===== config.mk =====
export PLATFORM = sky130hd
export DESIGN_NAME = alu_ctrl_seq
export DESIGN_NICKNAME = d
export VERILOG_FILES = /design/src/rtl/alu_ctrl_pkg.sv /design/src/rtl/alu_ctrl_regfile.sv /design/src/rtl/alu_ctrl_seq.sv
export SDC_FILE = /design/constraint.sdc
export NUM_CORES = 1
export LEC_CHECK = 0
export ABC_CLOCK_PERIOD_IN_PS = 2000
export CAP_MARGIN = 20
export CORE_UTILIZATION = 52
export CTS_CLUSTER_SIZE = 28
export DETAILED_ROUTE_END_ITERATION = 10
export GPL_TIMING_DRIVEN = 1
export MAX_ROUTING_LAYER = met4
export PLACE_DENSITY = 0.88
export RECOVER_POWER = 50
export SYNTH_ARGS = -nofsm -noshare
export SYNTH_HDL_FRONTEND = slang
export SYNTH_SLANG_ARGS = --single-unit

===== constraint.sdc =====
create_clock -name clk -period 2 [get_ports clk]
set_clock_uncertainty 0.15 [all_clocks]
set_input_delay 0.5 -clock clk [delete_from_list [all_inputs] [get_ports clk]]
set_output_delay 0.5 -clock clk [all_outputs]
set_load 0.1 [all_outputs]

===== src/rtl/alu_ctrl_pkg.sv =====
// alu_ctrl_pkg: shared types and constants for the ALU control sequencer.
package alu_ctrl_pkg;

   typedef enum logic [1:0] {
      IDLE      = 2'd0,
      DECODE    = 2'd1,
      EXECUTE   = 2'd2,
      WRITEBACK = 2'd3
   } state_t;

   // Instruction word field positions
   localparam int OP_HI   = 31;
   localparam int OP_LO   = 26;
   localparam int RD_HI   = 25;
   localparam int RD_LO   = 23;
   localparam int RS1_HI  = 22;
   localparam int RS1_LO  = 20;
   localparam int RS2_HI  = 19;
   localparam int RS2_LO  = 17;
   localparam int IMM_SEL = 16;
   localparam int IMM_HI  = 15;
   localparam int IMM_LO  = 0;
   localparam int IMM_W   = IMM_HI - IMM_LO + 1;

   localparam logic [5:0] OP_NOP = 6'b000000;

   // Bit positions inside the {C,Z,N} flag register
   localparam int FLAG_C = 2;
   localparam int FLAG_Z = 1;
   localparam int FLAG_N = 0;

endpackage


===== src/rtl/alu_ctrl_regfile.sv =====
// alu_ctrl_regfile: NREGS x DATA_W register file, two async read ports,
// one sync write port, r0 reads as zero and ignores writes.
// With CU_REG_DEBUG_EN defined, a third async read port is added.
module alu_ctrl_regfile #(
   parameter int unsigned DATA_W = 32,
   parameter int unsigned NREGS  = 8,
   parameter int unsigned AW     = $clog2(NREGS)
) (
   input  logic              clk,
   input  logic              rst_n,
   input  logic              we,
   input  logic [AW-1:0]     wa,
   input  logic [DATA_W-1:0] wd,
   input  logic [AW-1:0]     ra1,
   output logic [DATA_W-1:0] rd1,
   input  logic [AW-1:0]     ra2,
   output logic [DATA_W-1:0] rd2
`ifdef CU_REG_DEBUG_EN
   ,
   input  logic [AW-1:0]     ra3,
   output logic [DATA_W-1:0] rd3
`endif
);

   logic [DATA_W-1:0] mem [NREGS];

   // Storage: cleared on reset, r0 never written
   always_ff @(posedge clk or negedge rst_n) begin
      if (!rst_n) begin
         for (int unsigned i = 0; i < NREGS; i++) mem[i] <= '0;
      end else if (we && (wa != '0)) begin
         mem[wa] <= wd;
      end
   end

   assign rd1 = (ra1 == '0) ? '0 : mem[ra1];
   assign rd2 = (ra2 == '0) ? '0 : mem[ra2];
`ifdef CU_REG_DEBUG_EN
   assign rd3 = (ra3 == '0) ? '0 : mem[ra3];
`endif

endmodule


===== src/rtl/alu_ctrl_seq.sv =====
// alu_ctrl_seq: four-state (IDLE/DECODE/EXECUTE/WRITEBACK) sequencer
// feeding an external combinational ALU and writing results back to an
// internal register file. Optional macro CU_REG_DEBUG_EN adds a
// combinational debug read port (dbg_addr/dbg_data).
module alu_ctrl_seq
   import alu_ctrl_pkg::*;
#(
   parameter int unsigned DATA_W = 32,
   parameter int unsigned NREGS  = 8,
   parameter int unsigned OP_W   = 6
) (
   input  logic                     clk,
   input  logic                     rst_n,
   input  logic                     instr_valid,
   output logic                     instr_ready,
   input  logic [31:0]              instr,
   output logic [DATA_W-1:0]        alu_a,
   output logic [DATA_W-1:0]        alu_b,
   output logic [OP_W-1:0]          alu_op,
   output logic                     alu_cin,
   input  logic [DATA_W-1:0]        alu_result,
   input  logic                     alu_cout,
   input  logic                     alu_z,
   input  logic                     alu_n,
   output logic                     done,
   output logic [$clog2(NREGS)-1:0] wb_rd,
   output logic [DATA_W-1:0]        wb_data,
   output logic [2:0]               flags
`ifdef CU_REG_DEBUG_EN
   ,
   input  logic [$clog2(NREGS)-1:0] dbg_addr,
   output logic [DATA_W-1:0]        dbg_data
`endif
);

   localparam int unsigned AW = $clog2(NREGS);

   state_t            state, state_nxt;
   logic [31:0]       instr_q;
   logic [OP_W-1:0]   op_f;
   logic [AW-1:0]     rd_f, rs1_f, rs2_f;
   logic              use_imm;
   logic [IMM_W-1:0]  imm;
   logic [DATA_W-1:0] rdata1, rdata2, opnd_b;
   logic              c_q, z_q, n_q;
   logic              wr_en;

   assign op_f    = instr_q[OP_HI:OP_LO];
   assign rd_f    = instr_q[RD_HI:RD_LO];
   assign rs1_f   = instr_q[RS1_HI:RS1_LO];
   assign rs2_f   = instr_q[RS2_HI:RS2_LO];
   assign use_imm = instr_q[IMM_SEL];
   assign imm     = instr_q[IMM_HI:IMM_LO];
   assign opnd_b  = use_imm ? {{(DATA_W-IMM_W){1'b0}}, imm} : rdata2;

   // alu_op still holds the current opcode through WRITEBACK, so it doubles
   // as the NOP qualifier for the register/flag commit.
   assign wr_en = (state == WRITEBACK) && (alu_op != OP_NOP);

   alu_ctrl_regfile #(
      .DATA_W (DATA_W),
      .NREGS  (NREGS),
      .AW     (AW)
   ) u_regfile (
      .clk   (clk),
      .rst_n (rst_n),
      .we    (wr_en),
      .wa    (wb_rd),
      .wd    (wb_data),
      .ra1   (rs1_f),
      .rd1   (rdata1),
      .ra2   (rs2_f),
      .rd2   (rdata2)
`ifdef CU_REG_DEBUG_EN
      ,
      .ra3   (dbg_addr),
      .rd3   (dbg_data)
`endif
   );

   // State register
   always_ff @(posedge clk or negedge rst_n) begin
      if (!rst_n) state <= IDLE;
      else        state <= state_nxt;
   end

   // Next-state and handshake decode
   always_comb begin
      state_nxt   = state;
      instr_ready = 1'b0;
      case (state)
         IDLE: begin
            instr_ready = 1'b1;
            if (instr_valid) state_nxt = DECODE;
         end
         DECODE:    state_nxt = EXECUTE;
         EXECUTE:   state_nxt = WRITEBACK;
         WRITEBACK: state_nxt = IDLE;
         default:   state_nxt = IDLE;
      endcase
   end

   // Latch the accepted instruction word
   always_ff @(posedge clk or negedge rst_n) begin
      if (!rst_n)                            instr_q <= '0;
      else if (state == IDLE && instr_valid) instr_q <= instr;
   end

   // Register ALU operands at the end of DECODE; they hold until the next DECODE
   always_ff @(posedge clk or negedge rst_n) begin
      if (!rst_n) begin
         alu_a   <= '0;
         alu_b   <= '0;
         alu_op  <= '0;
         alu_cin <= 1'b0;
      end else if (state == DECODE) begin
         alu_a   <= rdata1;
         alu_b   <= opnd_b;
         alu_op  <= op_f;
         alu_cin <= flags[FLAG_C];
      end
   end

   // Capture ALU outputs at the end of EXECUTE; done marks the WRITEBACK cycle
   always_ff @(posedge clk or negedge rst_n) begin
      if (!rst_n) begin
         done    <= 1'b0;
         wb_rd   <= '0;
         wb_data <= '0;
         c_q     <= 1'b0;
         z_q     <= 1'b0;
         n_q     <= 1'b0;
      end else begin
         done <= (state == EXECUTE);
         if (state == EXECUTE) begin
            wb_rd   <= rd_f;
            wb_data <= (alu_op == OP_NOP) ? '0 : alu_result;
            c_q     <= alu_cout;
            z_q     <= alu_z;
            n_q     <= alu_n;
         end
      end
   end

   // Architectural flags commit together with the register write
   always_ff @(posedge clk or negedge rst_n) begin
      if (!rst_n) begin
         flags <= '0;
      end else if (wr_en) begin
         flags[FLAG_C] <= c_q;
         flags[FLAG_Z] <= z_q;
         flags[FLAG_N] <= n_q;
      end
   end

endmodule


==> metrics.md, run 1 <==
| Metric | Value |
|---|---|
| Clk_lat worst skew | `0.54 ns` |
| Total length of routed met2 wires | `28800 um` |
| Initial Util | `52.9%` |
| I/O Pins | `181` |
| Placed cell area | `about 22000 sq um` |
| Die Span Y | `187 um` |
| Critical path startpoint category | `register` |
| Prevailing post-synth register cell | `dfrtp_1` |
| Max Used Layer | `met4` |
| Syn Inst Count | `about 1400` |
| Share of the synthesized area in the top cell type | `52.4%` |
| Routed Antenna Nets | `0` |
| Final nets | `1700` |
| Cell accounting for the most synthesized area | `dfrtp_1` |
| CTS tree | `built` |
| Fmax | `459 MHz` |
| Sequential fraction of the synthesis area | `52.4%` |
| TritonRoute pass-1 iters | `7` |
| Max_cap viols | `0` |
| Worst-path maximum fanout | `15` |
| CP endpoint kind | `register` |
| Crit path max-delay family | `multiplexers` |
| H-tree depth | `2` |
| Clk slew on worst S/H paths | `0.06 ns` |
| RSZ-0062 raised after global routing | `true` |
| Final HPWL DP | `between 30000 and 40000 um` |
| Cell Chain, Critical Path | `buf_12 -> mux2_2 -> a221oi_1 -> a221oi_1 -> mux2_2` |
| Antenna fix cells | `0` |
| Bufs on Longest Clock Path | `3` |
| Vias | `around 14000` |
| Initial antenna violation count | `0` |
| Distinct cells, synth | `43` |
| Maximum number of pins on one net before global-route repair | `97` |
| Row Count | `67` |
| Rel. slew slack | `29.5%` |
| Die X-Extent | `187 um` |
| Synth-to-Final Area Change | `35.7%` |
| Arr. time, crit path | `about 2.5 ns` |
| Worst reg-to-reg path cell count | `5` |
| Synth Area per Inst | `13.0 sq um` |
| Failing checks | `negative setup slack` |
| Max incr delay on CP | `around 0.5 ns` |
| Number of stages on the worst setup path | `5` |
| Number of buffers added on ports | `180` |
| Crit path time final | `roughly 2.2 ns` |
| Post-synth EDFFs | `0` |
| Clk sinks | `371` |
| Synthesized net count | `1442` |
| DR WL/cell | `28.8 um` |
| Met3 wire length | `slightly below 6000 um` |
| Setup ws final | `-0.179 ns` |
| Proportion of layout cells with a drive suffix above 1 | `between 40 and 50%` |
| Die footprint | `34800 sq um` |
| Design area | `24100 sq um` |
| Total congestion overflow | `0` |
| Worst Path Buf+Inv | `1` |
| Final Setup Violations | `75` |
| Tot GR Track Use | `31.4%` |
| Vias in the first global route | `14400` |
| Cell Area, Synth | `17700 sq um` |
| Fraction of registers with async set/reset | `100%` |
| Fin crit share | `109%` |
| CP Class | `register to register` |
| Hold Crit Class | `primary input to asynchronous set/reset pin` |
| Slew Limit Fails | `0` |
| Core area | `33500 sq um` |
| Yosys warns | `0` |
| Slew @ Worst Pin | `1.06 ns` |
| Final Hold Viols | `0` |
| Clk root buf | `clkbuf_16` |
| Hold WS | `0.229 ns` |
| Outcome | `complete, but fails checks` |
| Vias per cell | `6.69` |
| Initial DRC Count | `approximately 1500` |
| DRC | `0` |
| Met1 Routed Length | `around 22000 um` |
| Fin util | `between 70% and 80%` |
| Worst path required time | `2.27 ns` |
| Total routed wirelength | `60500 um` |
| CTS Buf Count | `39` |
| Global-route wire length before repair | `roughly 83000 um` |
| Slowest-stage cell, CP | `dfrtp_4` |
| Yosys reg bits | `371` |
| Most area-consuming cells after synthesis | `dfrtp_1, mux2_2, mux2i_1` |
| GP Congestion | `about 0.87` |
[kinds of logic after synthesis]
logic type	after synthesis	share of synthesized area (%)
buffers and inverters	172	4.32
DFF	371	52.4
and+or+nand+nor	101	2.85
AOI/OAI and AO/OA	236	9.62
adders and majority gates	5	0.353
muxes	482	30.5
[state kept, by name, summed over array words and instances (netlist names)]
register,flops
alu_op,6
instr_q,32
state,2
u_regfile.mem,224
n_q,1
wb_rd,3
alu_a,32
c_q,1
flags,3
alu_cin,1
done,1
wb_data,32
z_q,1
alu_b,32
[what timing repair did]
| action | CTS | global route |
|---|---|---|
| hold endpoints to repair | 192 | 0 |
| buffers inserted | 7 | 20 |
| cloned | 2 | 8 |
| endpoints found under the setup margin | 76 | 140 |
| hold buffers | 1 | 0 |
| gates resized for setup | 29 | 66 |
| pin swaps | 1 | 8 |
[area by class of cell]
class	instances	area, sq um
Tap cell	448	561
Sequential cell	371	9350
Timing Repair Buffer	323	4530
Fill cell	1919	9470
Inverter	65	251
Clock inverter	12	188
Multi-Input combinational cell	825	7990
Clock buffer	58	1190
[cells in the final DEF, fill, tap and decap left out, types with 4 or more instances in the layout]
cell	count
a221oi_2	4
mux2_1	4
buf_12	137
nand3_1	37
buf_8	4
clkbuf_8	10
o221ai_1	16
o22ai_1	35
a221oi_1	34
a22o_1	11
nand2_1	9
mux2i_1	133
clkdlybuf4s50_1	68
clkinv_2	6
mux2_4	33
a22oi_1	20
a311oi_2	4
o21ai_0	54
clkbuf_16	48
a211oi_2	8
dfrtp_4	11
dfrtp_2	21
buf_4	82
a21oi_1	8
clkbuf_1	10
nand3_2	6
a221o_1	12
buf_6	12
mux2_2	306
bufinv_16	5
inv_1	62
dfrtp_1	339
nor2_1	25
o22a_1	16
[stage by stage]
stage               cells  worst slack, ns  TNS [ns]
CTS                  2074          -0.0891     -1.28
finish               2102           -0.179     -2.14
global placement     1994          -0.0128   -0.0412
global route         2102           -0.260     -7.96
floorplan            1367          -0.0906     -7.67
detailed placement   1994           -0.110    -0.639
[Yosys cell counts (all sizes together), types with 16 or more instances]
cell	instances
mux2	343
dfrtp	371
nand3	43
o21ai	55
o22a	16
mux2i	136
inv	64
a22oi	20
o22ai	37
buf	63
o221ai	16
a221oi	39
clkbuf	44
nor2	28
[metal layers]
metal	up-vias	global-route usage (%)
li1	5579	-
met1	7085	38.6
met5	-	-
met4	0	15.1
met2	1059	50.7
met3	334	4.87
[worst paths after layout]
path                              from           to  slack (ns)
min in group clk           instr_q[26]  instr_q[26]        0.35
hold reg to reg            instr_q[26]  instr_q[26]        0.35
max in group asynchronous        rst_n  wb_data[16]        0.22
hold / removal                   rst_n    alu_a[29]        0.23
setup reg to reg           instr_q[20]    alu_a[11]       -0.18
setup / recovery           instr_q[20]    alu_a[11]       -0.18
[worst reg2reg max path, stage by stage (launching register included)]
cell and delay, ns:
dfrtp_4 0.50, buf_12 0.18, mux2_2 0.45, a221oi_1 0.38, a221oi_1 0.11, mux2_2 0.30
Power of run 1 is not shown: default switching activity piles up to over one toggle a cycle in this logic, so the estimate is an artifact.
==> run 2: changes to the inputs <==
--- a/config.mk
+++ b/config.mk
@@ -14,6 +14,7 @@
 export MAX_ROUTING_LAYER = met4
 export PLACE_DENSITY = 0.88
 export RECOVER_POWER = 50
+export SKIP_CTS_REPAIR_TIMING = 1
 export SYNTH_ARGS = -nofsm -noshare
 export SYNTH_HDL_FRONTEND = slang
 export SYNTH_SLANG_ARGS = --single-unit
==> run 2 against run 1 <==
Register-to-register slack better by 0.09 ns; the flow still finishes with violations (negative setup slack); cell area down 0.87%; non-clock buffer count decreased by 14; global-route usage is 0.87 points lower; setup slack improved by 0.050 ns; wire length down 5.1%; final cell count fell by 0.67%; sequential share of layout area rose by 0.35 points; worst hold slack got worse by 0.0069 ns; core utilization fell by 0.62 points; critical path depth is 1 lower; via count decreased by 1.7%.
==> metrics.md, run 2 (synthesized netlist as in run 1, its figures left out) <==
| Metric | Value |
|---|---|
| I/O Pins | `approximately 180` |
| Die Span Y | `about 190 um` |
| Fmax | `470 MHz` |
| Final nets | `1686` |
| Hold Crit Class | `primary input to asynchronous set/reset pin` |
| CTS Buf Count | `39` |
| Worst Path Buf+Inv | `3` |
| Antenna fix cells | `0` |
| DR WL/cell | `27.5 um` |
| RSZ-0062 raised after global routing | `true` |
| CP startpoint | `state[0]` |
| Max_cap viols | `0` |
| Initial antenna violation count | `0` |
| Worst reg-to-reg path cell count | `6` |
| Slowest-stage cell, CP | `dfrtp_1` |
| Critical path startpoint category | `register` |
| CTS tree | `built` |
| Crit path capture | `instr_ready` |
| Rel. slew slack | `between 20% and 30%` |
| Initial Util | `roughly 53%` |
| Outcome | `complete, but fails checks` |
| Total routed wirelength | `57300 um` |
| H-tree depth | `2` |
| Fin crit share | `106%` |
| R2r startpoint | `instr_q[20]` |
| Max incr delay on CP | `0.37 ns` |
| Max FFs per register | `roughly 220` |
| Final Setup Violations | `51` |
| Worst-path maximum fanout | `3` |
| Final Hold Viols | `0` |
| Failing checks | `negative setup slack` |
| Clk_lat worst skew | `0.54 ns` |
| Vias per cell | `6.62` |
| GP Congestion | `0.869` |
| Final HPWL DP | `32400 um` |
| Clk root buf | `clkbuf_16` |
| Slew Limit Fails | `0` |
| Setup ws final | `-0.129 ns` |
| Die X-Extent | `187 um` |
| CP Class | `register to output pin` |
| Reg2Reg Setup Slack | `-0.09 ns` |
| CP endpoint kind | `output pin` |
| Vias in the first global route | `14200` |
| Synth-to-Final Area Change | `34.6%` |
| Worst path required time | `1.35 ns` |
| Largest reg by FF count | `u_regfile.mem` |
| Maximum number of pins on one net before global-route repair | `97` |
| Row Count | `67` |
| Arr. time, crit path | `approximately 1.5 ns` |
| Number of buffers added on ports | `180` |
| Clk sinks | `between 300 and 400` |
| Core area | `between 30000 and 40000 sq um` |
| Initial DRC Count | `1537` |
| Leading cell type in the layout, fill and taps excluded | `dfrtp_1` |
| Clk slew on worst S/H paths | `about 0.06 ns` |
| Number of stages on the worst setup path | `4` |
| Cell Chain, Critical Path | `buf_6 -> clkinvlp_4 -> ha_4 -> buf_12` |
| Bufs on Longest Clock Path | `3` |
| TritonRoute pass-1 iters | `6` |
| Slew @ Worst Pin | `1.09 ns` |
| Proportion of layout cells with a drive suffix above 1 | `44.4%` |
| Crit path time final | `2.13 ns` |
| Worst slack after detailed placement | `-0.110 ns` |
| Crit path max-delay family | `buffers and inverters` |
| Commonest cells after routing, fill and taps aside | `dfrtp_1, mux2_2, buf_12` |
| Global-route wire length before repair | `approximately 80000 um` |
| Vias | `13800` |
| Tot GR Track Use | `30.5%` |
| Die footprint | `34800 sq um` |
| DRC | `0` |
| Total congestion overflow | `0` |
| Reg-to-reg endpoint | `alu_a[30]` |
| Routed Antenna Nets | `0` |
## run 2: area by class of cell
type,count,area [sq um]
well taps,448,561
flip-flops and latches,371,9350
repair buffers,309,4370
fillers,1948,9680
multi-input cells,825,7950
inverters,65,250
clock inverters,12,188
clock buffers,58,1190
## run 2: metrics by stage
stage	TNS, ns	utilization (%)	instance area, sq um	std cells	hold WS [ns]
final	-1.11	71.1	23900	2088	0.222
after global routing	-7.28	71.1	23900	2088	0.244
after CTS	-2.56	69.6	23300	2064	-0.369
after detailed placement	-0.639	65.5	22000	1994	0.180
after global placement	-0.0412	65.5	22000	1994	0.182
after floorplan	-7.67	-	17800	1367	0.0544
## run 2: routing by layer
layer | share of wire (%) | track usage, % | wire, um | vias up
li1 | - | - | - | 5555
met1 | 37 | 37.3 | 21300 | 6940
met2 | 48 | 50.0 | 27400 | 990
met3 | 9.2 | 5.34 | 5270 | 329
met4 | 5.8 | 12.8 | 3340 | 0
met5 | 0 | - | 0 | -
## run 2: how the worst min path moves through the flow
stage / startpoint / endpoint / cells after the start
CTS: rst_n / alu_a[29] / 1
global route: rst_n / u_regfile.mem[24] / 2
global placement: rst_n / alu_a[24] / 1
floorplan: rst_n / alu_a[0] / 0
detailed placement: rst_n / alu_a[29] / 1
finish: rst_n / alu_a[29] / 2
## run 2: worst reg2reg max path: cells and delay by family, from the launching register on
family                 cells  cell delay, ns
AOI/OAI and AO/OA          3            0.63
buffers and inverters      2            0.41
DFF                        1            0.49
muxes                      1            0.27
Power of run 2 is left out for the same reason.
